--- config.mk ---
export PLATFORM = sky130hd
export DESIGN_NAME = prbs7_lfsr
export DESIGN_NICKNAME = d
export VERILOG_FILES = /design/src/rtl/prbs_pkg.sv /design/src/rtl/prbs7_lfsr.sv
export SDC_FILE = /design/constraint.sdc
export NUM_CORES = 1
export LEC_CHECK = 0
export CORE_ASPECT_RATIO = 1.1
export CORE_MARGIN = 10
export CORE_UTILIZATION = 25
export CTS_CLUSTER_DIAMETER = 80
export CTS_CLUSTER_SIZE = 16
export DETAILED_ROUTE_END_ITERATION = 10
export DONT_BUFFER_PORTS = 1
export HOLD_SLACK_MARGIN = 0.1
export PLACE_DENSITY = 0.42
export SLEW_MARGIN = 25
export SYNTH_ARGS = -nofsm -noshare
export SYNTH_HDL_FRONTEND = slang
export SYNTH_SLANG_ARGS = --single-unit
--- constraint.sdc ---
create_clock -name clk -period 0.85 [get_ports clk]
set_input_delay 0.17 -clock clk [delete_from_list [all_inputs] [get_ports clk]]
set_output_delay 0.17 -clock clk [all_outputs]
set_load 0.02 [all_outputs]
--- src/rtl/prbs_pkg.sv ---
`timescale 1ns/1ps
// Shared PRBS7 constants, predictor helper and checker state encoding.
// Pure declarations, no latency.
// No flow control.
package prbs_pkg;

   // PRBS7: x^7 + x^6 + 1, LFSR shifts left, feedback enters at bit 0
   localparam int PRBS_ORDER = 7;
   localparam int PRBS_TAP_A = 6;
   localparam int PRBS_TAP_B = 5;

   typedef enum logic [1:0] {
      SEARCH = 2'd0,
      VERIFY = 2'd1,
      LOCKED = 2'd2
   } chk_state_e;

   // Next sequence bit implied by the current LFSR contents
   function automatic logic prbs7_predict(input logic [PRBS_ORDER-1:0] s);
      return s[PRBS_TAP_A] ^ s[PRBS_TAP_B];
   endfunction

endpackage

--- src/rtl/prbs7_lfsr.sv ---
`timescale 1ns/1ps
// PRBS7 shift register: loads serial din (seeding) or free-runs on its own feedback.
// pred is combinational from the current state; state updates one edge after en.
// No backpressure: en simply qualifies the shift.
module prbs7_lfsr
   import prbs_pkg::*;
(
   input  logic                  clk,
   input  logic                  reset_n,
   input  logic                  en,
   input  logic                  load,
   input  logic                  din,
   output logic                  pred,
   output logic [PRBS_ORDER-1:0] lfsr_nxt
);

   logic [PRBS_ORDER-1:0] lfsr_q;
   logic [PRBS_ORDER-1:0] lfsr_d;

   // Select the incoming bit (load) or the predicted bit (free-run) as the new LSB
   always_comb begin
      pred     = prbs7_predict(lfsr_q);
      lfsr_nxt = {lfsr_q[PRBS_ORDER-2:0], (load ? din : pred)};
      lfsr_d   = en ? lfsr_nxt : lfsr_q;
   end

   // State register, cleared to all-zero on reset
   always_ff @(posedge clk or negedge reset_n) begin
      if (!reset_n) begin
         lfsr_q <= '0;
      end else begin
         lfsr_q <= lfsr_d;
      end
   end

endmodule

==> results of run 1 <==
worst reg2reg max path: cells and delay by family, from the launching register on:
kind            cells  cell delay [ns]
compound gates      1             0.08
xor+xnor            1             0.28
buf+inv             1             0.17
flops               1             0.40
metal layers:
layer	vias up	GRT usage (%)	part of all wire, %	routed length, um
li1	107	-	-	-
met1	114	4.86	40	316
met2	13	5.74	42	329
met3	4	4.18	15	118
met4	0	5.03	2.2	17
met5	-	0	0	0
power by group:
group	total, uW	switching (uW)	internal [uW]
Sequential	641	151	490
Clock	319	146	173
Combinational	1370	575	797
Total	2330	871	1460
cell type report:
type | count | share of cell area [%]
Sequential cell | 7 | 32.4
Multi-Input combinational cell | 12 | 29.4
Timing Repair Buffer | 14 | 28.0
Clock buffer | 3 | 4.17
Tap cell | 16 | 3.70
Inverter | 2 | 1.39
Clock inverter | 1 | 0.926
worst paths after layout:
check                      cells after the start               endpoint  slack (ns)
min in group asynchronous                      1  lfsr_q[2]$_DFFE_PN0P_        0.23
max                                            2            lfsr_nxt[0]       -0.43
max in group asynchronous                      1  lfsr_q[0]$_DFFE_PN0P_        0.38
min reg2reg                                    1  lfsr_q[6]$_DFFE_PN0P_        0.57
max reg2reg                                    3  lfsr_q[0]$_DFFE_PN0P_       -0.20
min                                            1  lfsr_q[3]$_DFFE_PN0P_        0.07
repair_timing:
action / in CTS / in global routing
pin swaps: 1 / 2
setup endpoints to repair: 11 / 15
hold endpoints to repair: 14 / 6
setup buffers: 4 / 2
gates resized for setup: 7 / 5
cloned: 0 / 0
layout by cell type (no fill, tap or decap), drive strengths merged:
| master | synthesis | routed |
|---|---|---|
| buf | 7 | 12 |
| clkbuf | 0 | 3 |
| clkinv | 0 | 1 |
| dfrtp | 7 | 7 |
| dlygate4sd3 | 0 | 2 |
| inv | 2 | 2 |
| mux2 | 6 | 6 |
| mux2i | 1 | 1 |
| nand2b | 2 | 2 |
| nand3 | 1 | 1 |
| o211ai | 1 | 1 |
| xnor2 | 1 | 1 |
cell families (layout without fill, tap and decap cells):
kind of cell / Yosys count / count (layout) / share of synthesized area, %
DFF: 7 / 7 / 46.4
AOI/OAI and AO/OA: 1 / 1 / 3.31
buffers and inverters: 9 / 20 / 16.9
muxes: 7 / 7 / 26.5
xor gates and xnor gates: 1 / 1 / 2.32
and+or+nand+nor: 3 / 3 / 4.63
stage by stage:
stage	std cells	hold WS [ns]
after floorplan	28	-0.126
after global placement	44	-0.125
after detailed placement	44	-0.125
after CTS	54	0.0606
after global routing	55	0.0570
final	55	0.0684
==> reports/results.ini, run 1 <==
[run_status]
status = complete, but fails checks
violations = negative setup slack

[finish]
largest_reg_flops = 7
layout.nets = 45
largest_register = lfsr_q
reg_top3 = lfsr_q (7)
num_antenna_cells = 0
seq_area_um2 = 175
syn_to_final_growth_pct = 43.0
fin_util_pct = 38.6
final_area_um2 = 541
multi_input_area_um2 = 159
drive_above_1_share_pct = 66.7
nFillCells = 149

[sta]
setup_viol = 15
worst_slew_margin_rel_pct = 79.2
drv_slew = 0
hold_viol_final = 0
fin_ws_ns = -0.425
fin_worst_skew_ns = 0.00176
min_period_over_period_pct = 150
fmax_mhz = 784
rsz0062_at_grt = yes
worst_pin_slew_ns = 0.311
fin_tns_setup_ns = -2.10
post-route-min-period_ns = 1.28

[grt]
grtUsageTotal_pct = 4.84
grt_pass1_wl_um = 1180
grt_max_degree = 10
grt_overflow_total = 0
grt_pass1_vias = 236
antenna_found_initial = 0

[drt]
drt_iter0_markers = 4
drc = 0
via_count = 238
firstDrtPassIters = 2
avgViaCountPerCell = 4.33
totalWireLength_um = 782
routedWlPerCell_um = 14.2
antenna_left = 0

[worst_setup_path]
cp_max_fo = 3
crit_buf_inv = 0
worstSetupEndpointType = output pin
r2r-start = lfsr_q[6]$_DFFE_PN0P_
cp.required_ns = 0.68
worst_setup_path_start_kind = flop
critPathKind = reg2out
cp-startpoint = lfsr_q[5]$_DFFE_PN0P_
cp_data_arrival_time_ns = 1.11
cp_slowest_stage_delay_ns = 0.41
crit_family = flip-flops
critPathSlowestCell = dfrtp_1
crit_chain = xnor2_2, mux2i_4

[logic_synthesis]
synth_area_um2 = 378
ys_types = 10
yosysMostFrequentCell = dfrtp_1
ys_top_cells_by_count = dfrtp_1 (7), buf_4 (6), mux2_4 (6)
synth-seq-cells = 7
synth_top_area_share_pct = 46.4
postSynth.asyncResetShare_pct = 100
synth.area.top_cells = dfrtp_1 (46%), mux2_4 (24%), buf_4 (12%)
synth_warnings = 0
synth_flop_cell = dfrtp_1
syn_avg_cell_area_um2 = 13.5
synth-edff-count = 0
yosysTopAreaCell = dfrtp_1
syn_inst = 28
ys_seq_area_share_pct = 46.4
syn_nets = 33

[power_and_ir_drop]
power.density_nw_per_um2 = 4310
p_leak_uw = 0.000264
finalPower_uw = 2330
max-vdd-ir-drop_mv = 1.97

[min_path]
hp-class = in2reg
min_from = en

[placed_design]
place_ws_ns = -0.172
numPortBuffers = 0
place.gp.congestion = 0.627
post_dp_cell_area_um2 = 414

[clock_network]
clock-sinks = 7
clock_latency_ns = 0.26
cts-hold-fix-buffers = 2
cts_tree = yes
cts_made_buffers = 3
root_buffer = clkbuf_4
clock_path_buffers = 2
cts_max_level = 1
clkTransAtPathRegs_ns = 0.06

[die]
pin_count = 13
die_h_um = 60.8
die-area_um2 = 3470
core.rowCount = 14
coreArea_um2 = 1400
initial_core_util_pct = 27.0
die_w_um = 57.1

[flow_run]
drv_cap = 0

No activity file was read; power rests on OpenSTA's default activity.
==> inputs of run 2 (changes only) <==
Settings changed: CORE_AREA set to 10 10 47 49, CORE_ASPECT_RATIO 1.1 to unset, CORE_MARGIN 10 to unset, CORE_UTILIZATION 25 to unset, DIE_AREA set to 0 0 57 59, PLACE_DENSITY 0.42 to 0.45.
==> reports/results.ini, run 2 (synthesis results as in run 1) <==
[drt]
antenna_left = 0  ; unchanged
totalWireLength_um = 728  ; -6.9%
firstDrtPassIters = 4  ; +2
routedWlPerCell_um = 13.0  ; -8.6%
drc = 0  ; unchanged
via_count = 230  ; -3.4%
drt_iter0_markers = 4  ; unchanged
avgViaCountPerCell = 4.11  ; -5.1%

[sta]
rsz0062_at_grt = yes
worst_slew_margin_rel_pct = 78.4  ; -0.81 points
drv_slew = 0  ; unchanged
setup_viol = 15  ; unchanged
post-route-min-period_ns = 1.25  ; -0.0261 ns
fin_ws_ns = -0.399  ; +0.0261 ns
fin_worst_skew_ns = 0.00771  ; +0.00596 ns
worst_pin_slew_ns = 0.323  ; +0.0121 ns
whs_ns = 0.0750  ; +0.00670 ns
fmax_mhz = 800  ; +2.1%
hold_viol_final = 0  ; unchanged
min_period_over_period_pct = 147  ; -3.1 points

[worst_setup_path]
worst_setup_path_start_kind = flop
cp_slowest_stage_delay_ns = 0.41  ; about the same
cp_max_fo = 3  ; unchanged
crit_buf_inv = 0  ; unchanged
critPathSlowestCell = dfrtp_1
reg2reg_to = lfsr_q[0]$_DFFE_PN0P_
critPathKind = reg2out
crit_family = flip-flops
r2r-start = lfsr_q[5]$_DFFE_PN0P_
cp.required_ns = 0.68  ; about the same
worstSetupEndpointType = output pin
r2r_slack_ns = -0.16  ; +0.04 ns
crit_chain = xnor2_2, mux2i_4
cp_data_arrival_time_ns = 1.08  ; -0.03 ns
rr_worst_depth = 3  ; unchanged

[finish]
nFillCells = 142  ; -4.7%
stdcell_count = 56  ; +1.8%
final_common_cell = buf_6
largest_register = lfsr_q
largest_reg_flops = 7  ; unchanged
final_area_um2 = 546  ; +0.93%
reg_top3 = lfsr_q (7)
layout.nets = 46  ; +2.2%
drive_above_1_share_pct = 62.5  ; -4.2 points
fin_util_pct = 38.9  ; +0.36 points
num_antenna_cells = 0  ; unchanged
mostFrequentLayoutCells = buf_6 (10), dfrtp_1 (7), mux2_4 (6)
syn_to_final_growth_pct = 44.4

[clock_network]
clock_latency_ns = 0.25  ; about the same
clkTransAtPathRegs_ns = 0.05  ; about the same
cts_tree = yes
clock_path_buffers = 2  ; unchanged
cts-hold-fix-buffers = 3  ; +1
cts_max_level = 1  ; unchanged
cts_made_buffers = 3  ; unchanged
root_buffer = clkbuf_4
clock-sinks = 7  ; unchanged

[placed_design]
place_ws_ns = -0.139  ; +0.0325 ns
dpl.cell_count = 44  ; unchanged
post_dp_cell_area_um2 = 414  ; unchanged
numPortBuffers = 0  ; unchanged
place.gp.congestion = 0.666  ; +6.3%

[die]
initial_core_util_pct = 27.0  ; unchanged
die-area_um2 = 3360  ; -3.0%
core.rowCount = 14  ; unchanged
die_h_um = 59  ; -2.9%
die_w_um = 57  ; -0.12%
coreArea_um2 = 1400  ; unchanged
pin_count = 13  ; unchanged

[grt]
grt_pass1_vias = 255  ; +8.1%
grt_overflow_total = 0  ; unchanged
grt_max_degree = 10  ; unchanged
grtUsageTotal_pct = 5.04  ; +0.20 points
grt_pass1_wl_um = 1190  ; +0.59%
antenna_found_initial = 0  ; unchanged

[min_path]
min_path_cells = 1  ; unchanged
min_from = en
hold_end = lfsr_q[2]$_DFFE_PN0P_
hp-class = in2reg

[power_and_ir_drop]
p_leak_uw = 0.000263  ; -0.47%
power.density_nw_per_um2 = 4190  ; -2.9%
max-vdd-ir-drop_mv = 1.48  ; -25%

[flow_run]
drv_cap = 0  ; unchanged

[run_status]
violations = negative setup slack
status = complete, but fails checks

==> run 2: changes by cell type in the layout (fill, tap and decap cells not counted) <==
cell and change:
dlygate4sd3_1 +1, buf_4 +1, buf_6 -1, clkbuf_1 +1
clkinv_2 -1
==> run 2: report_power, final <==
part | switching, uW | leakage, uW | total, uW | internal [uW]
Combinational | 563 | 0.000162 | 1350 | 789
Clock | 119 | 0.0000150 | 298 | 179
Sequential | 146 | 0.0000865 | 636 | 491
==> run 2: how the worst max path moves through the flow <==
stage | start | endpoint | slack, ns | cells after the start
after floorplan | lfsr_q[5]$_DFFE_PN0P_ | lfsr_nxt[0] | -0.12 | 2
after CTS | lfsr_q[6]$_DFFE_PN0P_ | pred | -0.40 | 2
after global routing | lfsr_q[5]$_DFFE_PN0P_ | lfsr_nxt[0] | -0.43 | 2
after detailed placement | lfsr_q[6]$_DFFE_PN0P_ | lfsr_q[0]$_DFFE_PN0P_ | -0.14 | 3
after global placement | lfsr_q[6]$_DFFE_PN0P_ | lfsr_q[0]$_DFFE_PN0P_ | -0.13 | 3
final | lfsr_q[5]$_DFFE_PN0P_ | lfsr_nxt[0] | -0.40 | 2
==> run 2: metal layers <==
layer	up-vias	share of wire [%]	global-route usage, %
li1	110	-	-
met1	107	38	3.98
met2	9	46	7.29
met3	4	12	4.51
met4	0	3.7	5.03
met5	-	0	0
==> run 2: what timing repair did <==
action | 4_1_cts | 5_1_grt
setup buffers | 5 | 0
endpoints found under the hold margin | 14 | 6
pin swaps | 0 | 1
setup endpoints to repair | 11 | 15
gates resized for setup | 6 | 5
gates cloned | 0 | 0
==> run 2: area by class of cell <==
cell class	count	area (um^2)	share of cell area, %
sequential	7	175	32.1
multi-input combinational	12	159	29.1
timing repair buffer	15	158	28.9
clock buffer	4	26.3	4.82
tap	16	20.0	3.67
inverter	2	7.51	1.38
==> run 2: stage by stage <==
step,total power (uW),setup TNS (ns)
after floorplan,1490,-0.234
after detailed placement,1660,-0.577
final,2290,-1.90
after global placement,1650,-0.553
after CTS,2240,-1.95
after global routing,2420,-2.31
==> inputs of run 3 (changes only) <==
Settings changed: ABC_AREA set to 1, CTS_BUF_LIST set to sky130_fd_sc_hd__clkbuf_4 sky130_fd_sc_hd__clkbuf_8, PLACE_DENSITY 0.45 to 0.43.
==> reports/results.ini, run 3 <==
[die]
die-area_um2 = 3360  ; unchanged
core.rowCount = 14  ; unchanged
initial_core_util_pct = 24.9  ; -2.1 points
die_h_um = 59  ; unchanged
coreArea_um2 = 1400  ; unchanged
pin_count = 13  ; unchanged
die_w_um = 57  ; unchanged

[logic_synthesis]
postSynth.asyncResetShare_pct = 100  ; unchanged
synthMuxAreaShare_pct = 0  ; -26 points
synth-seq-cells = 7  ; unchanged
synth_area_um2 = 349  ; -7.6%
synth-adder-area-share_pct = 0  ; unchanged
synth.area.top_cells = dfrtp_1 (50%), nand2_1 (16%), buf_4 (13%)
synth_simple_gate_area_share_pct = 22.6  ; +18 points
synth_compound_area_share_pct = 5.73  ; +2.4 points
synth_top_family_by_area = simple AND/OR/NAND/NOR gates
syn_inst = 42  ; +50%
ys_top_cells_by_count = nand2_1 (15), dfrtp_1 (7), buf_4 (6)
synth_flop_cell = dfrtp_1
syn_nets = 47  ; +42%
synth_top_area_share_pct = 50.2  ; +3.8 points
yosysMostFrequentCell = nand2_1
ys_types = 10  ; unchanged
synth-edff-count = 0  ; unchanged
yosysTopAreaCell = dfrtp_1
synth_warnings = 0  ; unchanged
syn_avg_cell_area_um2 = 8.31  ; -38%
synth_xor_area_share_pct = 0  ; -2.3 points
ys_seq_area_share_pct = 50.2  ; +3.8 points

[clock_network]
cts_max_level = 1  ; unchanged
root_buffer = clkbuf_4
clkTransAtPathRegs_ns = 0.05  ; about the same
clock_latency_ns = 0.25  ; about the same
cts_made_buffers = 3  ; unchanged
cts_tree = yes
clock-sinks = 7  ; unchanged
clock_path_buffers = 2  ; unchanged

[sta]
post-route-min-period_ns = 1.21  ; -0.0439 ns
worst_pin_slew_ns = 0.370  ; +0.0473 ns
fin_tns_setup_ns = -1.61  ; +0.295 ns
worst_slew_margin_rel_pct = 75.3  ; -3.1 points
fin_ws_ns = -0.355  ; +0.0439 ns
drv_slew = 0  ; unchanged
hold_viol_final = 0  ; unchanged
min_period_over_period_pct = 142  ; -5.2 points
whs_ns = 0.136  ; +0.0607 ns
rsz0062_at_grt = yes
setup_viol = 10  ; -5
fmax_mhz = 830  ; +3.6%
fin_worst_skew_ns = 0.00424  ; -0.00348 ns

[grt]
grt_overflow_total = 0  ; unchanged
grt_pass1_vias = 296  ; +16%
grt_pass1_wl_um = 1340  ; +13%
antenna_found_initial = 0  ; unchanged
grtUsageTotal_pct = 5.20  ; +0.16 points
grt_max_degree = 10  ; unchanged

[worst_setup_path]
r2r_slack_ns = -0.27  ; -0.11 ns
crit_buf_inv = 1  ; +1
cp_slowest_stage_delay_ns = 0.43  ; +0.02 ns
worstSetupEndpointType = output pin
cp_num_cells = 4  ; +2
worst_setup_path_start_kind = flop
cp_data_arrival_time_ns = 1.04  ; -0.04 ns
critPathKind = reg2out
critPathSlowestCell = dfrtp_2
crit_chain = inv_2, nand2_2, nand3_2, and2_4
crit_family = flip-flops
rr_worst_depth = 6  ; +3
cp.required_ns = 0.68  ; about the same
cp_max_fo = 3  ; unchanged

[drt]
drt_iter0_markers = 5  ; +1
avgViaCountPerCell = 4.31  ; +5.0%
antenna_left = 0  ; unchanged
via_count = 302  ; +31%
routedWlPerCell_um = 12.3  ; -5.2%
totalWireLength_um = 863  ; +19%
drc = 0  ; unchanged
firstDrtPassIters = 4  ; unchanged

[finish]
reg_top3 = lfsr_q (7)
mostFrequentLayoutCells = nand2_1 (13), buf_4 (7), clkbuf_4 (4), dfrtp_1 (4), buf_6 (4)
syn_to_final_growth_pct = 51.3
final_area_um2 = 528  ; -3.2%
layout.nets = 60  ; +30%
largest_register = lfsr_q
largest_reg_flops = 7  ; unchanged
final_common_cell = nand2_1
num_antenna_cells = 0  ; unchanged
drive_above_1_share_pct = 51.9  ; -11 points

[min_path]
min_path_cells = 3  ; +2
hp-class = in2reg

[placed_design]
place_hpwl_um = 557
place_ws_ns = -0.0974  ; +0.0418 ns
post_dp_cell_area_um2 = 378  ; -8.8%
place.gp.congestion = 0.708  ; +6.3%
numPortBuffers = 0  ; unchanged

[power_and_ir_drop]
p_leak_uw = 0.000275  ; +4.6%
max-vdd-ir-drop_mv = 0.887  ; -40%
power.density_nw_per_um2 = 2330  ; -44%

[run_status]
status = complete, but fails checks
violations = negative setup slack

[flow_run]
drv_cap = 0  ; unchanged

==> run 3: changes by cell type in the layout (fill, tap and decap cells not counted), sizes merged, moves of 2 or more <==
| cell | delta |
|---|---|
| dlygate4sd3 | -2 |
| inv | +3 |
| mux2 | -6 |
| nand2 | +15 |
| nand2b | -2 |
| o21ai | +4 |
==> run 3: timing repair <==
item,in CTS,in global routing
endpoints found under the setup margin,8,14
hold buffers,2,0
buffers inserted,7,2
hold endpoints to repair,13,0
pin swaps,0,2
gates resized for setup,8,10
==> run 3: kinds of logic after synthesis <==
kind of cell           Yosys count
AOI/OAI and AO/OA                4
buffers and inverters           12
DFF                              7
and+or+nand+nor                 19
==> run 3: per-layer routing <==
| layer | up-vias | share of wire (%) | GRT usage [%] |
|---|---|---|---|
| met4 | 0 | 0 | 4.03 |
| met2 | 13 | 54 | 8.68 |
| met1 | 139 | 36 | 4.66 |
| met5 | - | 0 | 0 |
| li1 | 150 | - | - |
| met3 | 0 | 10 | 2.79 |
==> run 3: worst register-to-register path, stage by stage (launching register included) <==
cell and delay (ns):
dfrtp_2 0.40, inv_2 0.05, buf_4 0.13, buf_6 0.10, buf_4 0.12, buf_4 0.13
o21ai_2 0.12
==> run 3: path summary, 6_finish.rpt <==
check	from	end
hold / removal	en	lfsr_q[1]$_DFFE_PN0P_
hold reg to reg	lfsr_q[6]$_DFFE_PN0P_	lfsr_q[6]$_DFFE_PN0P_
setup / recovery	lfsr_q[5]$_DFFE_PN0P_	lfsr_nxt[0]
setup reg to reg	lfsr_q[5]$_DFFE_PN0P_	lfsr_q[5]$_DFFE_PN0P_
max in group asynchronous	reset_n	lfsr_q[0]$_DFFE_PN0P_
min in group asynchronous	reset_n	lfsr_q[2]$_DFFE_PN0P_
==> run 3: where the power goes <==
part	switching (uW)	internal [uW]
clock network	119	211
logic	197	237
registers	74.1	393
==> run 3: area by class of cell <==
cell class,count,area (um^2)
multi-input combinational,23,120
timing repair buffer,15,160
tap,16,20.0
sequential,7,179
fill,146,873
inverter,5,18.8
clock buffer,4,30.0
==> run 3: through the flow <==
stage	instances	total power, uW	util (%)
global placement	56	735	27.0
finish	70	1230	37.7
global route	70	1300	37.7
CTS	69	1190	35.4
floorplan	42	675	-
detailed placement	56	737	27.0
